<file path="src/rtl/wishbone_slave_adapter_posted.sv">
// wishbone_slave_adapter_posted
//   Wishbone classic slave that fronts a simple register-mapped peripheral.
//   Writes are posted into a small FIFO and acked at once. A drain engine
//   forwards queued writes to the peripheral in issue order. Reads wait until
//   the FIFO has drained, so a read never overtakes an earlier write. Reads
//   then go to the peripheral through a ready handshake.
//   Unmapped word indices and empty byte selects are answered with wb_err_o.
//   An optional idle cycle follows every termination.
//
// Ports
//   clk_i, rst_i              clock, synchronous active-high reset
//   wb_addr_i/data_i/sel_i    Wishbone request (byte address, write data, selects)
//   wb_we_i/stb_i/cyc_i       Wishbone classic controls
//   wb_data_o                 registered read data (holds the last completed read)
//   wb_ack_o / wb_err_o       normal / error termination
//   p_req_o/we_o/addr_o       peripheral access request, direction, word index
//   p_wdata_o/be_o            peripheral write data and byte enables
//   p_rdata_i / p_ready_i     peripheral read data, access completion
//   busy_o                    FIFO non-empty or peripheral read in flight
module wishbone_slave_adapter_posted #(
  parameter int DATA_W      = 32,
  parameter int P_ADDR_W    = 2,
  parameter int NUM_REGS    = 4,
  parameter int WFIFO_DEPTH = 4,
  parameter int COOLDOWN    = 1
) (
  input  logic                  clk_i,
  input  logic                  rst_i,
  input  logic [31:0]           wb_addr_i,
  input  logic [DATA_W-1:0]     wb_data_i,
  output logic [DATA_W-1:0]     wb_data_o,
  input  logic                  wb_we_i,
  input  logic                  wb_stb_i,
  input  logic                  wb_cyc_i,
  input  logic [DATA_W/8-1:0]   wb_sel_i,
  output logic                  wb_ack_o,
  output logic                  wb_err_o,
  output logic                  p_req_o,
  output logic                  p_we_o,
  output logic [P_ADDR_W-1:0]   p_addr_o,
  output logic [DATA_W-1:0]     p_wdata_o,
  output logic [DATA_W/8-1:0]   p_be_o,
  input  logic [DATA_W-1:0]     p_rdata_i,
  input  logic                  p_ready_i,
  output logic                  busy_o
);

  localparam int BE_W  = DATA_W / 8;
  localparam int LSB   = $clog2(BE_W);
  localparam int PTR_W = $clog2(WFIFO_DEPTH);
  localparam int CNT_W = PTR_W + 1;
  localparam logic [CNT_W-1:0]    FULL_CNT   = CNT_W'(WFIFO_DEPTH);
  localparam logic [P_ADDR_W:0]   NUM_REGS_W = (P_ADDR_W + 1)'(NUM_REGS);

  typedef enum logic [2:0] {
    S_IDLE, S_RWAIT, S_RREQ, S_ACK, S_ERR, S_COOL
  } state_t;

  state_t                 state_reg;
  logic [CNT_W-1:0]       count_reg;
  logic [PTR_W-1:0]       wr_ptr_reg, rd_ptr_reg;
  logic [P_ADDR_W-1:0]    rd_addr_reg;
  logic [BE_W-1:0]        rd_be_reg;
  logic [DATA_W-1:0]      rdata_reg;
  logic                   abort_reg;

  logic [P_ADDR_W-1:0]    fifo_addr_mem [WFIFO_DEPTH];
  logic [DATA_W-1:0]      fifo_data_mem [WFIFO_DEPTH];
  logic [BE_W-1:0]        fifo_be_mem   [WFIFO_DEPTH];

  logic [P_ADDR_W-1:0]    req_idx;
  logic                   req, req_err, fifo_full, fifo_empty, push, pop;
  logic                   unused_addr;

  assign req_idx    = wb_addr_i[P_ADDR_W+LSB-1:LSB];
  assign unused_addr = ^{wb_addr_i[31:P_ADDR_W+LSB], wb_addr_i[LSB-1:0]};
  assign req        = wb_stb_i & wb_cyc_i;
  assign req_err    = ({1'b0, req_idx} >= NUM_REGS_W) || (wb_sel_i == '0);
  assign fifo_full  = (count_reg == FULL_CNT);
  assign fifo_empty = (count_reg == '0);
  // Full is judged on the registered count only: a pop in the same cycle
  // does not let a waiting write slip in until the next cycle.
  assign push = (state_reg == S_IDLE) && req && !req_err && wb_we_i && !fifo_full;
  // RREQ is only entered with the FIFO empty, so a non-empty FIFO always
  // owns the peripheral port.
  assign pop  = !fifo_empty && p_ready_i;

  always_ff @(posedge clk_i) begin
    if (push) begin
      fifo_addr_mem[wr_ptr_reg] <= req_idx;
      fifo_data_mem[wr_ptr_reg] <= wb_data_i;
      fifo_be_mem[wr_ptr_reg]   <= wb_sel_i;
    end
  end

  always_ff @(posedge clk_i) begin
    if (rst_i) begin
      state_reg   <= S_IDLE;
      count_reg   <= '0;
      wr_ptr_reg  <= '0;
      rd_ptr_reg  <= '0;
      rd_addr_reg <= '0;
      rd_be_reg   <= '0;
      rdata_reg   <= '0;
      abort_reg   <= 1'b0;
    end else begin
      if (push) wr_ptr_reg <= wr_ptr_reg + PTR_W'(1);
      if (pop)  rd_ptr_reg <= rd_ptr_reg + PTR_W'(1);
      case ({push, pop})
        2'b10:   count_reg <= count_reg + CNT_W'(1);
        2'b01:   count_reg <= count_reg - CNT_W'(1);
        default: count_reg <= count_reg;
      endcase

      case (state_reg)
        S_IDLE: begin
          if (req) begin
            if (req_err) begin
              state_reg <= S_ERR;
            end else if (wb_we_i) begin
              if (!fifo_full) state_reg <= S_ACK;
            end else begin
              rd_addr_reg <= req_idx;
              rd_be_reg   <= wb_sel_i;
              abort_reg   <= 1'b0;
              // With nothing queued the read goes straight to the peripheral;
              // otherwise it parks in RWAIT until the writes have drained.
              state_reg   <= fifo_empty ? S_RREQ : S_RWAIT;
            end
          end
        end
        S_RWAIT: begin
          if (!wb_cyc_i)       state_reg <= S_IDLE;
          else if (fifo_empty) state_reg <= S_RREQ;
        end
        S_RREQ: begin
          // An abandoned read still completes on the peripheral side so the
          // handshake is never left half-done; its data is discarded.
          if (p_ready_i) begin
            if (abort_reg || !wb_cyc_i) begin
              state_reg <= S_IDLE;
            end else begin
              rdata_reg <= p_rdata_i;
              state_reg <= S_ACK;
            end
          end else if (!wb_cyc_i) begin
            abort_reg <= 1'b1;
          end
        end
        S_ACK, S_ERR: begin
          if (COOLDOWN != 0) state_reg <= S_COOL;
          else               state_reg <= S_IDLE;
        end
        S_COOL:  state_reg <= S_IDLE;
        default: state_reg <= S_IDLE;
      endcase
    end
  end

  always_comb begin
    p_req_o   = 1'b0;
    p_we_o    = 1'b0;
    p_addr_o  = '0;
    p_wdata_o = '0;
    p_be_o    = '0;
    if (state_reg == S_RREQ) begin
      p_req_o  = 1'b1;
      p_addr_o = rd_addr_reg;
      p_be_o   = rd_be_reg;
    end else if (!fifo_empty) begin
      p_req_o   = 1'b1;
      p_we_o    = 1'b1;
      p_addr_o  = fifo_addr_mem[rd_ptr_reg];
      p_wdata_o = fifo_data_mem[rd_ptr_reg];
      p_be_o    = fifo_be_mem[rd_ptr_reg];
    end
  end

  assign wb_data_o = rdata_reg;
  assign wb_ack_o  = (state_reg == S_ACK) && wb_cyc_i;
  assign wb_err_o  = (state_reg == S_ERR) && wb_cyc_i;
  assign busy_o    = !fifo_empty || (state_reg == S_RREQ);

endmodule

</file>
<file path="config.mk">
export PLATFORM = sky130hd
export DESIGN_NAME = wishbone_slave_adapter_posted
export DESIGN_NICKNAME = d
export VERILOG_FILES = /design/src/rtl/wishbone_slave_adapter_posted.sv
export SDC_FILE = /design/constraint.sdc
export NUM_CORES = 1
export LEC_CHECK = 0
export ABC_AREA = 1
export CAP_MARGIN = 40
export CORE_AREA = 2 2 116 118
export CTS_BUF_LIST = sky130_fd_sc_hd__clkbuf_16
export CTS_CLUSTER_DIAMETER = 100
export DETAILED_ROUTE_END_ITERATION = 10
export DIE_AREA = 0 0 118 120
export DONT_BUFFER_PORTS = 1
export PLACE_DENSITY_LB_ADDON = 0.08
export SLEW_MARGIN = 10
export SYNTH_ARGS = -nofsm -noshare
export SYNTH_HDL_FRONTEND = slang
export SYNTH_SLANG_ARGS = --single-unit
export TNS_END_PERCENT = 100
</file>
<file path="constraint.sdc">
create_clock -name clk_i -period 3.7 [get_ports clk_i]
set_clock_uncertainty 0.1 [all_clocks]
set_input_delay 0.37 -clock clk_i [delete_from_list [all_inputs] [get_ports clk_i]]
set_output_delay 0.37 -clock clk_i [all_outputs]
set_load 0.05 [all_outputs]
</file>
Word-level counts from Yosys, hierarchy flattened
Memories as Yosys holds them, arrays and structs flattened. A register that Yosys moved wholly into a read port is not among the register bits.
Index checks and enable logic that the tools add are counted.

storage, ports and cells
  latch bits = 0
  ROM bits = 0
  memories kept = 3
  register bits = 49
  bits in writable memories = 152
  word-level logic and storage cells = 91
  output and inout port bits = 75

memory list
  name           words  bits a word  read ports  clocked after Yosys merged registers in  wr ports  line  RTL
  fifo_data_mem  4      32           1           1                                        1         68    logic [DATA_W-1:0] fifo_data_mem [WFIFO_DEPTH];
  fifo_be_mem    4      4            1           1                                        1         69    logic [BE_W-1:0] fifo_be_mem [WFIFO_DEPTH];
  fifo_addr_mem  4      2            1           1                                        1         67    logic [P_ADDR_W-1:0] fifo_addr_mem [WFIFO_DEPTH];

operators by class
  $lt $le $gt $ge = 0
  $mul = 0
  bitwise logic cells = 4
  shift-type cells = 0
  multiplexer cells = 34
  $add $sub $neg = 4
  divide/modulo/power cells = 0
  equal/unequal tests = 15
  reductions and logical operators = 23

operator list
  kind                 number
  $mux 32              2
  $mux 3               7
  $mux 2               10
  $ne 2x2->1 const B   6
  $pmux 3 s4           1
  $mux 1               10
  $mux 4               2
  $reduce_and 4->1     2
  $logic_and 1x1->1    7
  $eq 3x2->1 const B   2
  $eq 3x3->1 const B   2
  $logic_not 3->1      2
  $pmux 3 s2           1
  $reduce_and 6->1     1
  $add 2x1->2 const B  2
  $logic_not 1->1      4
  $logic_not 4->1      1
  $ne 4x4->1 const B   1
  $reduce_bool 2->1    2
  $add 3x1->3 const B  1
  $eq 3x1->1 const B   1
  $ne 3x3->1 const B   1
  $not 1->1            3
  $reduce_and 3->1     1
  other kinds (7)      8

Depth between registers and ports, before layout
Gate-level depths: netlist (run 1).

  word-level depth = 7
  gate-level depth with buffers = 15
  depth with buffers taken out = 15

Worst setup path before layout (run 1)
No wires, ideal clock.

  path type = register to register
  start = register state_reg[1]
  end = memory fifo_addr_mem[0][0] (enable)
  stages on the path, launching flop included = 8
  arrival = 2613 ps
  library setup time = 433 ps
  clock period less this slack = 3146 ps
  buffers on the path = 0
  setup slack = 554 ps
  required time = 3167 ps
  cells stage by stage = dfxtp_1 > nor2_1 > nand2_1 > inv_2 > nand3_1 > nor2_2 > inv_1 > nor2_1

between the ends
  longest elaborated chain between the ends = 7

ends and longest elaborated chain
  item                             line  RTL
  start: declaration               59    state_t state_reg;
  start signal: assignment         128   state_reg <= fifo_empty ? S_RREQ : S_RWAIT;
  $logic_not 3->1                  83    assign push = (state_reg == S_IDLE) && req && !req_err && wb_we_i && !fifo_full;
  $logic_and 1x1->1 (4 in series)  83
  $mux 1                           89    if (push) begin
  $mux 1 (not written as such)     90    fifo_addr_mem[wr_ptr_reg] <= req_idx;
  end: declaration                 67

No other way between the ends.

==> results of run 1 <==
-- stage by stage --
| step | hold WS (ns) | cell area [um2] |
|---|---|---|
| 2_1_floorplan | 0.331 | 8040 |
| 3_3_place_gp | 0.343 | 8440 |
| 3_5_place_dp | 0.344 | 8500 |
| 4_1_cts | 0.0146 | 9820 |
| 5_1_grt | 0.00546 | 9820 |
| 6_report | 0.0173 | 9820 |
-- kinds of logic after synthesis --
kind of cell	after synthesis	share of synthesized area [%]
AND/OR/NAND/NOR	307	15.0
flip-flops	203	69.4
AO/OA/AOI/OAI	169	10.6
buffers and inverters	71	3.95
adder cells (fa/ha/maj)	6	1.03
-- what timing repair did --
action | in CTS | in global routing
hold buffers | 71 | 0
hold endpoints to repair | 193 | 0
setup buffers | 0 | 0
-- cells in the final DEF (no fill, tap or decap) --
cell type and instances:
nor2_4 5, a31oi_1 1, o21ai_0 113, o21ai_1 7, nand3_1 10, nand4_4 1
dfxtp_2 2, clkbuf_16 22, edfxtp_1 152, clkinv_1 4, nand2_2 1, fa_1 1
clkinv_2 4, buf_16 1, inv_1 31, buf_12 2, o22ai_1 6, buf_8 1
inv_2 6, nor2_1 240, inv_4 1, nor2_2 3, dlygate4sd3_1 71, buf_4 42
nand2_1 46, a21oi_1 42, ha_1 5, dfxtp_1 49, nor3b_1 1
-- routing by layer --
| metal | global-route usage [%] | vias up | part of all wire (%) |
|---|---|---|---|
| met5 | 0 | - | 0 |
| met4 | 6.02 | 0 | 1.4 |
| met3 | 4.94 | 21 | 6.7 |
| met2 | 45.7 | 229 | 52 |
| met1 | 29.6 | 2734 | 40 |
| li1 | - | 2770 | - |
-- final cells by class --
cell class,instances,area [um2],share of cell area (%)
Clock buffer,22,551,5.61
Inverter,32,120,1.22
Multi-Input combinational cell,482,2170,22.1
Timing Repair Buffer,117,1110,11.3
Tap cell,176,220,2.24
Sequential cell,203,5590,56.9
Clock inverter,14,60.1,0.612
-- worst max-delay path, delay by kind of cell, from the launching register on --
kind	cells	cell delay (ns)
buffers and inverters	1	0.64
AND/OR/NAND/NOR	2	0.46
AO/OA/AOI/OAI	2	0.44
flip-flops	1	0.43
-- where the power goes --
group / internal [mW] / total, mW / switching [mW] / leakage [nW]
Combinational: 0.429 / 1.59 / 1.16 / 1.61
Sequential: 2.57 / 2.79 / 0.225 / 1.79
Clock: 1.07 / 1.85 / 0.782 / 0.322
Total: 4.06 / 6.24 / 2.17 / 3.71
-- path summary, 6_finish.rpt --
check / startpoint / to / slack (ns)
min reg2reg: abort_reg / abort_reg / 0.36
max reg2reg: state_reg[1] / fifo_data_mem[2][12] / 1.23
min: wb_addr_i[3] / rd_addr_reg[1] / 0.02
max: flop / p_addr_o[0] / 0.78
-- synthesized netlist by cell type --
cell type	n	share of area (%)
o22ai_1	6	0.47
ha_1	5	0.78
nand2_2	1	0.078
nor2_2	3	0.23
buf_6	3	0.42
nand4_4	1	0.26
nand2_1	46	2.1
nor2_4	1	0.14
inv_1	29	1.4
o21ai_1	7	0.44
buf_1	5	0.23
inv_2	3	0.14
buf_2	11	0.68
a21oi_1	42	2.6
o21ai_0	113	7.0
buf_4	4	0.37
nand3_1	10	0.62
a31oi_1	1	0.078
dfxtp_1	51	13
fa_1	1	0.25
nor3b_1	1	0.093
clkbuf_1	16	0.75
edfxtp_1	152	57
nor2_1	244	11
==> impl_metrics.tcl, run 1 <==
set metrics [dict create \
    cts_buffers 20 \
    grt_usage_pct 24.7 \
    die_x_um 118 \
    dpl.hpwl_um 9740 \
    first_pass_iters 5 \
    maxCapViolations 0 \
    setup_viol 0 \
    critPathMaxStageDelay_ns 0.64 \
    worstHoldPathCells 2 \
    critical_path_arrival_ns 2.45 \
    timing.fmax_mhz 342 \
    largest_register_ff_count 128 \
    pwr_density_cell_nw_per_um2 635 \
    avgViaCountPerCell 5.50 \
    cp-start-kind "flop" \
    syn_area_per_cell_um2 10.6 \
    layout-drive-gt1-share_pct 10.5 \
    final_util_pct 75.6 \
    regMostFlops "fifo_data_mem" \
    status "complete, no violations" \
    ctsLongestPathBuffers 3 \
    cp_common_cell "nand2_1" \
    routedWlPerCell_um 16.8 \
    ctsResizeCount 0 \
    fin_crit_sh_pct 79.0 \
    worstPathMaxFanout 68 \
    synth_nets 868 \
    grt_pass1_vias 5818 \
    ir_worst_vdd_mv 0.714 \
    crit_required_ns 3.23 \
    place_ws_ns 1.19 \
    ios 181 \
    rsz0062_at_grt "false" \
    grt_overflow_total 0 \
    crit_path_top_delay_cell "buf_4" \
    ys_warn_count 0 \
    syn_area_um2 8040 \
    place.gp.congestion 0.852 \
    clk_pin_slew_ns 0.07 \
    cts.sinks 203 \
    total_leakage_power_nw 3.71 \
    floorplan.initialDensity_pct 62.0 \
    synth_cells 756 \
    syn2layout_area_growth_pct 22.1 \
    synthDistinctLibCells 24 \
    drtIter0Drc 333 \
    end_kind "output port" \
    setup-tns-final_ns 0 \
    portBuffers 0 \
    r2r_cells 8 \
    synth_seq_cells 203 \
    period_minus_slack_ns 2.92 \
    wirelength_um 17500 \
    diodes 0 \
    fin_nets 968 \
    cts_max_level 1 \
    timing.final.ws_setup_ns 0.778 \
    finalPower_mw 6.24 \
    finalNonFillerCells 1046 \
    path_cells "buf_4, o21ai_0, o22ai_1, nand2_1, nand2_1" \
    coreArea_um2 13000 \
    ant_nets 0 \
    hold_viol 0 \
    slew_viol_final 0 \
    max-slew-margin-rel_pct 49.1 \
    die_height_um 120 \
    grt_pass1_wl_um 27900 \
    fill_cells 823 \
    antenna_found_initial 0 \
    clk-insertion-delay-late_ns 0.47 \
    die_area_um2 14200 \
    vias 5754 \
    seq_area_frac_synth_pct 69.4 \
    cts_tree "built" \
    dp.cells 939 \
    worstMarginPinSlew_ns 0.762 \
    hp-class "input port to flop" \
    rows 42 \
    root_buffer "clkbuf_16" \
    drc 0 \
    criticalPathCategory "flop to output port" \
    grt_max_degree 69 \
]
(Power assumes the default switching activity.)
==> run 2: changes to the inputs <==
clock period = 2.8 ns   (was 3.7 ns; I/O delays follow)
==> run 2 against run 1 <==
  * Final cell count up 1.5%
  * Power up 39%
  * Clock-buffer cell count down 1
  * Clock power up 52%
  * First-iteration DRC count up 7.8%
  * Critical path type unchanged
  * Core utilization up 1.5 points
  * Wire length up 1.8%
==> impl_metrics.tcl, run 2 (synthesized netlist as in run 1, its figures left out) <==
set metrics [dict create \
    status "complete, no violations" \
    hold_buffers 74 \
    ios 181 \
    worstHoldPathCells 4 \
    timing.rr.end "wb_data_o[13]" \
    setup_viol 0 \
    largest_register_ff_count 128 \
    fin_crit_sh_pct 93.7 \
    total_leakage_power_nw 3.81 \
    end_kind "output port" \
    route.met2.wl_um 9150 \
    r2r-start "state_reg[2]" \
    grt_overflow_total 0 \
    crit_family "buffers and inverters" \
    wirelength_um 17800 \
    grt_usage_pct 25.3 \
    crit_path_top_delay_cell "dfxtp_2" \
    coreArea_um2 13000 \
    hold_end "wr_ptr_reg[1]" \
    r2r_cells 8 \
    switchingPower_mw 2.92 \
    cts_max_level 1 \
    dp.cells 950 \
    dr_wl_met3_um 1450 \
    cp-start-kind "flop" \
    hp-class "input port to flop" \
    ir_worst_vdd_mv 0.762 \
    root_buffer "clkbuf_16" \
    portBuffers 0 \
    multi_input_area_um2 2170 \
    finalNonFillerCells 1062 \
    layout-drive-gt1-share_pct 11.9 \
    rows 42 \
    ctsLongestPathBuffers 3 \
    grt_max_degree 51 \
    slew_viol_final 0 \
    avgViaCountPerCell 5.43 \
    hold_viol 0 \
    first_pass_iters 5 \
    timing.fmax_mhz 381 \
    wl_met1_um 7040 \
    drc 0 \
    syn2layout_area_growth_pct 24.5 \
    die_height_um 120 \
    critical_path_arrival_ns 2.24 \
    max-slew-margin-rel_pct 56.1 \
    min_from "wb_we_i" \
    pwr-share-clk_pct 32.6 \
    path_cells "inv_1, buf_4, nor2_1, o21ai_0, a21oi_1, buf_4" \
    reg2reg_slack_ns 0.56 \
    critPathMaxStageDelay_ns 0.49 \
    grt_pass1_wl_um 28600 \
    crit_buf_inv 3 \
    die_area_um2 14200 \
    swShare_pct 33.8 \
    ant_nets 0 \
    rsz0062_at_grt "false" \
    seq_power_share_pct 42.6 \
    period_minus_slack_ns 2.62 \
    maxCapViolations 0 \
    criticalPathCategory "flop to output port" \
    regMostFlops "fifo_data_mem" \
    layout_common_cells "240 x nor2_1, 152 x edfxtp_1, 113 x o21ai_0, 74 x dlygate4sd3_1, 54 x buf_4" \
    grt_pass1_vias 5869 \
    fill_cells 798 \
    p_int_mw 5.74 \
    crit_required_ns 2.42 \
    floorplan.initialDensity_pct 62.0 \
    cts_tree "built" \
    cts_buffers 21 \
    vias 5767 \
    dpl.hpwl_um 10200 \
    setup-tns-final_ns 0 \
    clk_pin_slew_ns 0.06 \
    place.gp.congestion 0.787 \
    antenna_found_initial 0 \
    final-seq-area_um2 5590 \
    cts.sinks 203 \
    layout_commonest_cell "nor2_1" \
    die_x_um 118 \
    top_layer_used "met4" \
    worstPathMaxFanout 18 \
    routedWlPerCell_um 16.8 \
    clk-insertion-delay-late_ns 0.48 \
    post_cts_buffers 0 \
    pwr_density_cell_nw_per_um2 865 \
    ctsResizeCount 0 \
    worstMarginPinSlew_ns 0.656 \
    fin_nets 983 \
    diodes 0 \
    drtIter0Drc 359 \
    cp_common_cell "buf_4" \
    combPwrFrac_pct 24.9 \
]
## run 2: cell count changes in the layout (fill, tap and decap cells not counted), sizes merged
| cell | before | now |
|---|---|---|
| clkbuf | 22 | 21 |
| dlygate4sd3 | 71 | 74 |
| inv | 38 | 35 |
| clkinv | 8 | 10 |
| buf | 46 | 57 |
| bufinv | 0 | 4 |
## run 2: per-stage QoR
stage	setup WS, ns	hold WS [ns]	util, %	cell area (um2)	total power [mW]
finish	0.177	0.0386	77.2	10000	8.66
global route	0.0284	0.0409	77.2	10000	9.01
CTS	0.156	0.0302	77.2	10000	8.68
detailed placement	0.547	0.253	66.0	8560	5.77
global placement	0.607	0.253	65.9	8560	5.72
floorplan	-0.346	0.249	-	8040	5.25
## run 2: worst max-delay path by stage
stage / startpoint / end / slack [ns] / cells past startpoint
finish: flop / p_wdata_o[29] / 0.18 / 6
global route: flop / p_wdata_o[29] / 0.03 / 6
CTS: flop / p_wdata_o[29] / 0.16 / 6
detailed placement: state_reg[1] / fifo_data_mem[1][15] / 0.55 / 9
global placement: state_reg[1] / fifo_data_mem[1][15] / 0.61 / 9
floorplan: state_reg[1] / fifo_addr_mem[0][0] / -0.35 / 7
## run 2: power by group through the flow
stage	logic [mW]	registers [mW]	clock network (mW)
2_1_floorplan	1.53	3.72	0
3_3_place_gp	1.98	3.74	0
3_5_place_dp	2.03	3.75	0
4_1_cts	2.14	3.69	2.85
5_1_grt	2.33	3.71	2.97
6_report	2.15	3.69	2.82
## run 2: routing by layer
metal  GRT usage, %  up-vias
li1               -     2794
met1           31.3     2720
met2           45.3      235
met3           5.99       18
met4           6.33        0
met5              0        -
## run 2: worst register-to-register path: stages, from the launching register on
cell and delay (ns):
dfxtp_1 0.33, nor2_2 0.16, nand2_2 0.10, nor2_2 0.12, inv_2 0.06, nor2_4 0.50, inv_2 0.40, nor2_1 0.25
nor2_1 0.08
## run 2: final cells by class
type	count	area share (%)
sequential	203	55.8
multi-input combinational	482	21.7
timing repair buffer	131	12.0
clock buffer	21	5.25
tap	176	2.20
clock inverter	17	1.85
inverter	32	1.20
==> run 3: changes to the inputs <==
CORE_AREA = 2 2 137 139   (was 2 2 116 118)
DIE_AREA = 0 0 139 141   (was 0 0 118 120)
SLEW_MARGIN = 20   (was 10)
==> run 3 against run 2 <==
  * Maximum frequency rose by 4.7%
  * Combinational power barely moved
  * Final area rose by 1.9%
  * Flip-flop and latch count did not move
  * Critical path type unchanged
  * Critical endpoint is now p_wdata_o[13]
  * Largest cell class unchanged
  * Highest routed layer unchanged
==> impl_metrics.tcl, run 3 (synthesized netlist as in run 1, its figures left out) <==
set metrics [dict create \
    total_leakage_power_nw 3.88 \
    status "complete, no violations" \
    largest_register_ff_count 128 \
    cts_buffers 22 \
    hold_viol 0 \
    routedWlPerCell_um 16.5 \
    vias 5788 \
    cts_max_level 1 \
    fin_nets 988 \
    slew_viol_final 0 \
    criticalPathCategory "flop to output port" \
    diodes 0 \
    clk_pin_slew_ns 0.06 \
    place.gp.congestion 0.846 \
    clk-insertion-delay-late_ns 0.49 \
    drtIter0Drc 234 \
    regMostFlops "fifo_data_mem" \
    setup-tns-final_ns 0 \
    place_ws_ns 0.511 \
    dpl.hpwl_um 10800 \
    worstMarginPinSlew_ns 0.554 \
    timing.fmax_mhz 399 \
    layout_commonest_cell "nor2_1" \
    ir_worst_vdd_mv 0.638 \
    final_util_pct 55.9 \
    syn2layout_area_growth_pct 26.9 \
    rows 50 \
    wirelength_um 18600 \
    grt_max_degree 59 \
    ios 181 \
    crit_path_top_delay_cell "dfxtp_4" \
    root_buffer "clkbuf_16" \
    maxCapViolations 0 \
    grt_overflow_total 0 \
    crit_family "buffers and inverters" \
    fin_crit_sh_pct 89.5 \
    die_height_um 141 \
    die_area_um2 19600 \
    cts_tree "built" \
    portBuffers 0 \
    period_minus_slack_ns 2.51 \
    crit_buf_inv 3 \
    fin_hold_ws_ns 0.0375 \
    cts.sinks 203 \
    max-slew-margin-rel_pct 63.1 \
    layout_common_cells "240 x nor2_1, 152 x edfxtp_1, 113 x o21ai_0, 76 x dlygate4sd3_1, 54 x buf_4" \
    floorplan.initialDensity_pct 44.0 \
    coreArea_um2 18300 \
    setup_viol 0 \
    grt_pass1_vias 5786 \
    ant_nets 0 \
    fill_cells 1564 \
    critical_path_arrival_ns 2.13 \
    ctsLongestPathBuffers 3 \
    grt_pass1_wl_um 29500 \
    crit_required_ns 2.42 \
    pwr_density_cell_nw_per_um2 865 \
    avgViaCountPerCell 5.14 \
    die_x_um 139 \
    hp-class "input port to flop" \
    timing.final.ws_setup_ns 0.294 \
    critPathMaxStageDelay_ns 0.43 \
    first_pass_iters 5 \
    antenna_found_initial 0 \
    grt_usage_pct 18.8 \
    end_kind "output port" \
    layout-drive-gt1-share_pct 12.0 \
    worstPathMaxFanout 58 \
    rsz0062_at_grt "false" \
    cp-start-kind "flop" \
    drc 0 \
    path_cells "inv_2, buf_12, o21ai_0, a21oi_1, buf_4" \
    post_cts_buffers 0 \
]
-- run 3: changes by cell type in the layout (fill, tap and decap cells not counted) --
cell           previous run  this run
clkbuf_16                21        25
clkinv_2                  5         4
inv_6                     2         0
buf_12                    3         5
dfxtp_2                   2         1
dlygate4sd3_1            74        76
bufinv_16                 4         3
inv_1                    29        32
clkinv_1                  5         4
dfxtp_4                   0         1
-- run 3: stage by stage --
stage / instances / cell area, um2 / power (mW)
6_report: 1126 / 10200 / 8.83
5_1_grt: 1126 / 10200 / 9.23
4_1_cts: 1126 / 10200 / 8.93
3_5_place_dp: 1010 / 8680 / 5.82
3_3_place_gp: 1010 / 8680 / 5.79
2_1_floorplan: 756 / 8040 / 5.25
-- run 3: layout make-up --
type,count,area [um2],area share [%]
Inverter,32,120,1.18
Clock inverter,15,140,1.37
Multi-Input combinational cell,482,2170,21.3
Sequential cell,203,5590,54.8
Clock buffer,25,626,6.13
Tap cell,234,293,2.87
Timing Repair Buffer,135,1270,12.4
-- run 3: what timing repair did --
item                       in CTS  in global routing
setup endpoints to repair       0                  7
hold buffers                   76                  0
hold endpoints to repair      200                  0
gates resized for setup         0                  1
-- run 3: metal layers --
metal	GRT usage (%)	wire length, um	up-vias
met2	33.5	9300	172
met1	23.3	7900	2771
met5	0	0	-
li1	-	-	2813
met4	5.53	371	0
met3	3.50	979	32
-- run 3: tightest hold or removal path, delay by kind of cell --
family | cells | cell delay (ns)
simple gates | 3 | 0.16
compound gates | 1 | 0.14
-- run 3: path summary, 6_finish.rpt --
| check | start | endpoint | slack [ns] | cells past startpoint |
|---|---|---|---|---|
| worst max register to register | state_reg[1] | count_reg[1] | 0.52 | 12 |
| worst min-delay path | wb_we_i | wr_ptr_reg[1] | 0.04 | 4 |
| worst max-delay path | flop | p_wdata_o[13] | 0.29 | 5 |
| worst min register to register | rd_ptr_reg[1] | flop | 0.35 | 2 |
-- run 3: power by group --
group	switching (mW)	total, mW	internal, mW
clock	1.11	2.97	1.87
combinational	1.53	2.15	0.620
sequential	0.310	3.71	3.39
total	2.95	8.83	5.88
